<file path="config.mk">
export PLATFORM = sky130hd
export DESIGN_NAME = matmul3x3_bus_regfile
export DESIGN_NICKNAME = d
export VERILOG_FILES = /design/src/rtl/matmul3x3_bus_regfile.sv
export SDC_FILE = /design/constraint.sdc
export NUM_CORES = 1
export LEC_CHECK = 0
export CAP_MARGIN = 10
export CELL_PAD_IN_SITES_DETAIL_PLACEMENT = 2
export CELL_PAD_IN_SITES_GLOBAL_PLACEMENT = 2
export CORE_UTILIZATION = 25
export CTS_CLUSTER_SIZE = 24
export DETAILED_ROUTE_END_ITERATION = 7
export PLACE_DENSITY_LB_ADDON = 0.1
export SYNTH_ARGS = -nofsm -noshare
export SYNTH_HDL_FRONTEND = slang
export SYNTH_SLANG_ARGS = --single-unit
</file>
<file path="constraint.sdc">
create_clock -name system1000 -period 27.7 [get_ports system1000]
set_input_delay 8.31 -clock system1000 [delete_from_list [all_inputs] [get_ports system1000]]
set_output_delay 8.31 -clock system1000 [all_outputs]
set_load 0.01 [all_outputs]
</file>
<file path="src/rtl/matmul3x3_bus_regfile.sv">
// Bus register file and run sequencer for the 3x3 matrix-multiply core.
// Holds M[0..8], V[0..2] and Y[0..2], decodes single-word bus accesses,
// returns a registered {valid, data} read response one cycle after bus_re,
// and launches the core through a start/done handshake.
// Optional feature: define MATMUL_BUS_IRQ_EN to add a sticky irq output
// that rises with done and falls when CTRL bit1 is written.
module matmul3x3_bus_regfile #(
    parameter int DW = 32,
    parameter int AW = 8
) (
    input  logic            system1000,
    input  logic            system1000_rst,
    input  logic [AW-1:0]   bus_addr,
    input  logic [DW-1:0]   bus_wdata,
    input  logic            bus_we,
    input  logic            bus_re,
    output logic [DW:0]     rd_resp,
    output logic            core_start,
    output logic [9*DW-1:0] core_m,
    output logic [3*DW-1:0] core_v,
    input  logic            core_done,
    input  logic [3*DW-1:0] core_y
`ifdef MATMUL_BUS_IRQ_EN
    ,
    output logic            irq
`endif
);

    // Word-index map: M at 0..8, V at 9..11, CTRL 12, STATUS 13, Y at 14..16.
    localparam int IW = AW - 2;
    localparam logic [IW-1:0] IDX_V0     = IW'(9);
    localparam logic [IW-1:0] IDX_CTRL   = IW'(12);
    localparam logic [IW-1:0] IDX_STATUS = IW'(13);
    localparam logic [IW-1:0] IDX_Y0     = IW'(14);

    typedef enum logic [1:0] {
        ST_IDLE   = 2'd0,
        ST_LAUNCH = 2'd1,
        ST_RUN    = 2'd2
    } state_t;

    state_t          r_state;
    state_t          w_state_next;

    logic [DW-1:0]   r_m [0:8];
    logic [DW-1:0]   r_v [0:2];
    logic [DW-1:0]   r_y [0:2];
    logic            r_done;
    logic            r_err;
    logic [DW:0]     r_rd_resp;

    logic [IW-1:0]   w_widx;
    logic            w_busy;
    logic            w_mv_sel;
    logic            w_ctrl_wr;
    logic            w_launch;
    logic            w_blocked_wr;
    logic            w_done_evt;
    logic [DW-1:0]   w_rdata;
    logic            w_unused_addr_lsb;

    // Byte-lane bits carry no meaning for word-wide registers.
    assign w_unused_addr_lsb = &{1'b0, bus_addr[1:0]};

    assign w_widx       = bus_addr[AW-1:2];
    assign w_busy       = (r_state != ST_IDLE);
    assign w_mv_sel     = (w_widx < IDX_CTRL);
    assign w_ctrl_wr    = bus_we && (w_widx == IDX_CTRL);
    assign w_launch     = w_ctrl_wr && bus_wdata[0] && !w_busy;
    // Anything that would disturb the operands of a running job is refused.
    assign w_blocked_wr = bus_we && w_busy && (w_mv_sel || (w_ctrl_wr && bus_wdata[0]));
    // core_done only counts while a job is actually running.
    assign w_done_evt   = (r_state == ST_RUN) && core_done;

    // FSM state register.
    always_ff @(posedge system1000 or posedge system1000_rst) begin
        // NOTE: sequential state uses non-blocking assignments so every register samples pre-edge values.
        if (system1000_rst) begin
            r_state <= ST_IDLE;
        end else begin
            r_state <= w_state_next;
        end
    end

    // FSM next-state and launch pulse.
    always_comb begin
        // NOTE: defaults first so no path through the case leaves a value unassigned (no latch).
        w_state_next = r_state;
        core_start   = 1'b0;
        case (r_state)
            ST_IDLE: begin
                if (w_launch) begin
                    w_state_next = ST_LAUNCH;
                end
            end
            ST_LAUNCH: begin
                core_start   = 1'b1;
                w_state_next = ST_RUN;
            end
            ST_RUN: begin
                if (core_done) begin
                    w_state_next = ST_IDLE;
                end
            end
            default: begin
                w_state_next = ST_IDLE;
            end
        endcase
    end

    // Operand registers (bus writable while idle) and result capture.
    always_ff @(posedge system1000 or posedge system1000_rst) begin
        // NOTE: this register file is small and must read as zero after reset, so every word is reset.
        if (system1000_rst) begin
            for (int k = 0; k < 9; k++) r_m[k] <= '0;
            for (int k = 0; k < 3; k++) r_v[k] <= '0;
            for (int k = 0; k < 3; k++) r_y[k] <= '0;
        end else begin
            if (bus_we && !w_busy && w_mv_sel) begin
                for (int k = 0; k < 9; k++) begin
                    if (w_widx == IW'(k)) r_m[k] <= bus_wdata;
                end
                for (int k = 0; k < 3; k++) begin
                    if (w_widx == IDX_V0 + IW'(k)) r_v[k] <= bus_wdata;
                end
            end
            if (w_done_evt) begin
                for (int k = 0; k < 3; k++) r_y[k] <= core_y[k*DW +: DW];
            end
        end
    end

    // Sticky done/err flags: clear first, then launch/err/done events (later assignments win).
    always_ff @(posedge system1000 or posedge system1000_rst) begin
        if (system1000_rst) begin
            r_done <= 1'b0;
            r_err  <= 1'b0;
        end else begin
            if (w_ctrl_wr && bus_wdata[1]) begin
                r_done <= 1'b0;
                r_err  <= 1'b0;
            end
            if (w_launch) begin
                r_done <= 1'b0;
            end
            if (w_blocked_wr) begin
                r_err <= 1'b1;
            end
            if (w_done_evt) begin
                r_done <= 1'b1;
            end
        end
    end

`ifdef MATMUL_BUS_IRQ_EN
    logic r_irq;

    // Interrupt rises with done and holds until software clears it via CTRL bit1.
    always_ff @(posedge system1000 or posedge system1000_rst) begin
        if (system1000_rst) begin
            r_irq <= 1'b0;
        end else begin
            if (w_ctrl_wr && bus_wdata[1]) begin
                r_irq <= 1'b0;
            end
            if (w_done_evt) begin
                r_irq <= 1'b1;
            end
        end
    end

    assign irq = r_irq;
`endif

    // Read data mux over the current (pre-write) register contents.
    always_comb begin
        w_rdata = '0;
        for (int k = 0; k < 9; k++) begin
            if (w_widx == IW'(k)) w_rdata = r_m[k];
        end
        for (int k = 0; k < 3; k++) begin
            if (w_widx == IDX_V0 + IW'(k)) w_rdata = r_v[k];
            if (w_widx == IDX_Y0 + IW'(k)) w_rdata = r_y[k];
        end
        if (w_widx == IDX_STATUS) begin
            w_rdata = {{(DW-3){1'b0}}, r_err, r_done, w_busy};
        end
    end

    // Registered read response: {1, data} the cycle after bus_re, otherwise all zero.
    always_ff @(posedge system1000 or posedge system1000_rst) begin
        if (system1000_rst) begin
            r_rd_resp <= '0;
        end else if (bus_re) begin
            r_rd_resp <= {1'b1, w_rdata};
        end else begin
            r_rd_resp <= '0;
        end
    end

    assign rd_resp = r_rd_resp;

    // Operands go straight to the core; bus writes are refused while busy, so they hold through RUN.
    for (genvar g = 0; g < 9; g++) begin : g_core_m
        assign core_m[g*DW +: DW] = r_m[g];
    end
    for (genvar g = 0; g < 3; g++) begin : g_core_v
        assign core_v[g*DW +: DW] = r_v[g];
    end

endmodule

</file>
# Word level (Yosys, flattened, before mapping)
# Index checks and enable logic that the tools add are counted.
[totals]
register_bits = 517
inputBits = 141
wordCells = 94
[classes]
magnitude_cmp = 1
n_eq_ne = 20
mux = 25
reduce_logical = 29
[op_table]
columns = ["operator", "count"]
rows = [
  ["32-bit 2-to-1 mux", 16],
  ["6-bit by 4-bit equality test with 1-bit output (second input constant)", 8],
  ["33-bit 2-to-1 mux", 1],
  ["2-bit AND reduction", 13],
  ["6-bit by 3-bit equality test with 1-bit output (second input constant)", 4],
  ["6-bit by 2-bit equality test with 1-bit output (second input constant)", 2],
  ["1-bit logical AND", 9],
  ["6-bit by 1-bit equality test with 1-bit output (second input constant)", 1],
  ["6-bit by 5-bit equality test with 1-bit output (second input constant)", 1],
  ["6-bit zero test", 1],
  ["6-bit by 4-bit less-than comparator with 1-bit output (second input constant)", 1],
  ["2-bit one-hot mux with 3 select lines", 1],
  ["1-bit 2-to-1 mux", 5],
  ["2-bit 2-to-1 mux", 2],
  ["2-bit != test (second input constant)", 2],
  ["2-bit nonzero test", 2],
  ["3-bit nonzero test", 1],
  ["2-bit by 1-bit equality test with 1-bit output (second input constant)", 1],
  ["2-bit equality test (second input constant)", 1],
  ["2-bit zero test", 1],
  ["1-bit zero test", 1],
  ["1-bit logical OR", 1],
]

# Logic depth before layout (Yosys ltp)
[depth]
ltp_word = 18
ltp_mapped = 9
depth_no_buf = 5

# Worst setup path before layout
# No wires, ideal clock.
[synth_path]
kind = "input to register"
startpoint = "in bus_addr[7]"
endpoint = "reg r_rd_resp[12] (netlist: rd_resp[12])"
arrival_ns = 10.056
slack_ns = 17.518
path_stages = 8
n_path_buf = 3
cell_sequence = "buf_2 > or4b_1 > buf_2 > buf_6 > or3_1 > o2111ai_1 > a21oi_1 > a221o_1"
[synth_via]
elab_chain_len = 18
[synth_lines]
columns = ["element", "line", "text"]
rows = [
  ["from (decl)", "13", "input logic [AW-1:0] bus_addr,"],
  ["6-bit zero test", "179", "if (w_widx == IW'(k)) w_rdata = r_m[k];"],
  ["32-bit 2-to-1 mux (9 in series)", "179", ""],
  ["32-bit 2-to-1 mux", "182", "if (w_widx == IDX_V0 + IW'(k)) w_rdata = r_v[k];"],
  ["32-bit 2-to-1 mux", "183", "if (w_widx == IDX_Y0 + IW'(k)) w_rdata = r_y[k];"],
  ["32-bit 2-to-1 mux", "182", ""],
  ["32-bit 2-to-1 mux", "183", ""],
  ["32-bit 2-to-1 mux", "182", ""],
  ["32-bit 2-to-1 mux", "183", ""],
  ["32-bit 2-to-1 mux (*)", "185", "if (w_widx == IDX_STATUS) begin"],
  ["33-bit 2-to-1 mux (*)", "194", "end else if (bus_re) begin"],
  ["to (signal assigned)", "195", "r_rd_resp <= {1'b1, w_rdata};"],
  ["to (decl)", "50", "logic [DW:0] r_rd_resp;"],
]
# Mark *: on every way between the ends. The rest lies on a longest branch, timed or not.
# A chain may end at the register's enable or synchronous reset.

# Final worst setup path
[layout_path]
startpoint = "in bus_addr[4]"
endpoint = "reg r_m (netlist bit core_m[239])"
[layout_via]
elab_chain_len = 3
[layout_lines]
columns = ["element", "line", "text"]
rows = [
  ["6-bit by 4-bit less-than comparator with 1-bit output", "67", "assign w_mv_sel = (w_widx < IDX_CTRL);"],
  ["1-bit logical AND", "119", "if (bus_we && !w_busy && w_mv_sel) begin"],
  ["2-bit AND reduction (no source line) (*)", "--", ""],
  ["to (signal, indexed assignment)", "121", "if (w_widx == IW'(k)) r_m[k] <= bus_wdata;"],
  ["to (decl)", "45", "logic [DW-1:0] r_m [0:8];"],
]
# Marks and branches as above.

==> impl_metrics.tcl <==
set metrics [dict create \
    status "completed" \
    hold_violations 0 \
    yosysTopAreaCellShare_pct 56.2 \
    reg2reg_slack_ns 24.51 \
    fin_total_pwr_mw 1.91 \
    post_cts_buffers 0 \
    fin_crit_ns 11.74 \
    fin_crit_sh_pct 42.4 \
    async_flop_share_pct 100 \
    die_width_um 305 \
    final_nets 2396 \
    max-slew-margin-rel_pct 19.6 \
    root_buffer "clkbuf_16" \
    dr.pass1.iters 8 \
    synth-seq-cells 517 \
    endpoint_kind "flop" \
    maxCapViolCount 0 \
    wl_per_cell_um 31.8 \
    hold_class "reg2reg" \
    final_cells 3484 \
    avgSynthCellArea_um2 13.2 \
    powerDensity_nw_per_um2 59.5 \
    drt-initial-drc-count 692 \
    synth_fa_ha_area_share_pct 0 \
    grt_pass1_wl_mm 156 \
    placed_cells_incl_taps 3360 \
    synth_area_um2 23000 \
    critPathTopFamily "simple AND/OR/NAND/NOR gates" \
    yosysTopAreaCell "dfrtp_1" \
    grt-ovfl-total 0 \
    vias 17600 \
    ys_warn_count 0 \
    synthMuxAreaShare_pct 25.3 \
    portBuffers 556 \
    cts_buffers 69 \
    grt_max_degree 160 \
    dpl.hpwl_mm 79.7 \
    grt_usage_pct 23.6 \
    holdWs_ns 0.506 \
    synth_edf_count 0 \
    multi_input_area_um2 9430 \
    synth_area_leaders "dfrtp_1 (56%), mux2_2 (23%), clkbuf_1 (1.7%)" \
    fmax_mhz 85.2 \
    setup_violations 0 \
    synth_commonest_cells "dfrtp_1 (517), mux2_2 (470), clkbuf_1 (103)" \
    die_h_um 305 \
    cts.sinks 517 \
    postCtsHoldBufs 0 \
    synth_fp_nets 1888 \
    cts_tree "yes" \
    worst_path_max_delay_cell "clkdlybuf4s50_1" \
    cpPeakStageDelay_ns 0.96 \
    path_cells "clkdlybuf4s50_1 -> or4b_2 -> buf_4 -> nor2_1 -> nand2_2 -> mux2_2" \
    path_class "in2reg" \
    fin_skew_ns 0.0255 \
    endpoint "core_m[239]" \
    yosys.area_share.xor_xnor_pct 0 \
    routed_wirelength_mm 111 \
    initial_core_util_pct 25.4 \
    rr_endpoint "core_m[177]" \
    syn-instance-count 1747 \
    dieArea_um2 93200 \
    worst_pin_slew_ns 1.21 \
    synthFlopType "dfrtp_1" \
    drive_gt1_share_pct 28.9 \
    gp_congestion 0.805 \
    yosysSeqAreaShare_pct 56.2 \
    io_pins 559 \
    worstPathRequired_ns 28.19 \
    cts_buffer_depth 3 \
    fin_setup_tns_ns 0 \
    peakVddDrop_v 0.0000417 \
    via_per_inst 5.04 \
    startpoint "bus_addr[4]" \
    yosysMostFrequentCell "dfrtp_1" \
    path_buf_inv 2 \
    fillers 9292 \
    synth-compound-area-share_pct 9.98 \
    rows 110 \
    synthSimpleGateAreaFrac_pct 5.27 \
    clkTransAtPathRegs_ns 0.06 \
    cellLeakagePower_nw 14.3 \
    slew_viol_final 0 \
    htreeDepth 3 \
    drc 0 \
    arrival_ns 12.23 \
    area_growth_syn_to_layout_pct 39.4 \
    r2r_cells 4 \
    rsz0062_at_grt "no" \
    rr_startpoint "r_state[0]" \
    startpoint_type "input pin" \
    cts.repair.resized 0 \
    synth_cell_type_count 53 \
    clock_latency_ns 0.62 \
    cp_max_fo 61 \
    core-area_um2 90600 \
    synth_top_family_by_area "multiplexers" \
    ant_nets 0 \
    antenna_found_initial 14 \
    grt_pass1_vias 19800 \
    register_area_um2 12900 \
    path_depth 6 \
]
[power by group]
group / leakage (nW) / switching [mW] / internal (mW)
sequential: 7.13 / 0.0270 / 0.791
combinational: 6.09 / 0.100 / 0.0906
clock: 1.12 / 0.362 / 0.535
[flip-flops by register name, summed over array words and instances, names as in the netlist]
signal and count:
core_v 96, core_m 288, r_done 1, r_err 1
rd_resp 33, r_state 2, r_y 96
[kinds of logic (layout without fill, tap and decap cells)]
family | after synthesis | after routing
simple gates | 235 | 235
other cells | 0 | 4
compound gates | 308 | 308
buf+inv | 178 | 735
mux | 509 | 509
flops | 517 | 517
[worst min-delay path by stage]
stage                  from  endpoint  slack [ns]  cells past startpoint
finish              r_y[85]   r_y[85]        0.51                      1
global route        r_y[65]   r_y[65]        0.53                      1
CTS                 r_y[30]   r_y[30]        0.51                      1
detailed placement  r_y[30]   r_y[30]        0.50                      1
global placement    r_y[30]   r_y[30]        0.49                      1
floorplan            r_done    r_done        0.47                      2
[metrics by stage]
step | util (%) | cell area, um2 | setup slack (ns)
2_1_floorplan | - | 23000 | 4.95
3_3_place_gp | 32.9 | 29800 | 15.32
3_5_place_dp | 32.9 | 29800 | 15.32
4_1_cts | 35.4 | 32100 | 15.95
5_1_grt | 35.4 | 32100 | 15.81
6_report | 35.4 | 32100 | 15.96
[cell usage in the layout, fill, tap and decap left out, drive strengths merged, types with 11 or more instances in the layout]
master	count
or3	26
a222oi	11
inv	23
buf	41
o2111ai	17
and3	22
o21ai	60
and2	13
nor3	33
mux2	478
a221oi	12
a21oi	33
o211ai	13
a22oi	45
mux2i	21
nand3	13
dfrtp	517
nor2	48
clkbuf	106
clkdlybuf4s50	554
o221ai	26
a22o	17
a221o	15
nand2	54
o22ai	12
[routing by layer]
layer / part of all wire [%] / global-route usage, %
met5: 0.11 / 0
met4: 2.7 / 6.81
met3: 6.8 / 7.13
met2: 53 / 43.1
met1: 38 / 26.1
[cell type report]
type / instances / share of cell area [%]
Antenna cell: 4 / 0.0312
Clock buffer: 106 / 6.57
Clock inverter: 14 / 0.507
Inverter: 20 / 0.258
Multi-Input combinational cell: 1052 / 29.4
Sequential cell: 517 / 40.4
Tap cell: 1176 / 4.59
Timing Repair Buffer: 595 / 18.3
(Power assumes the default switching activity.)
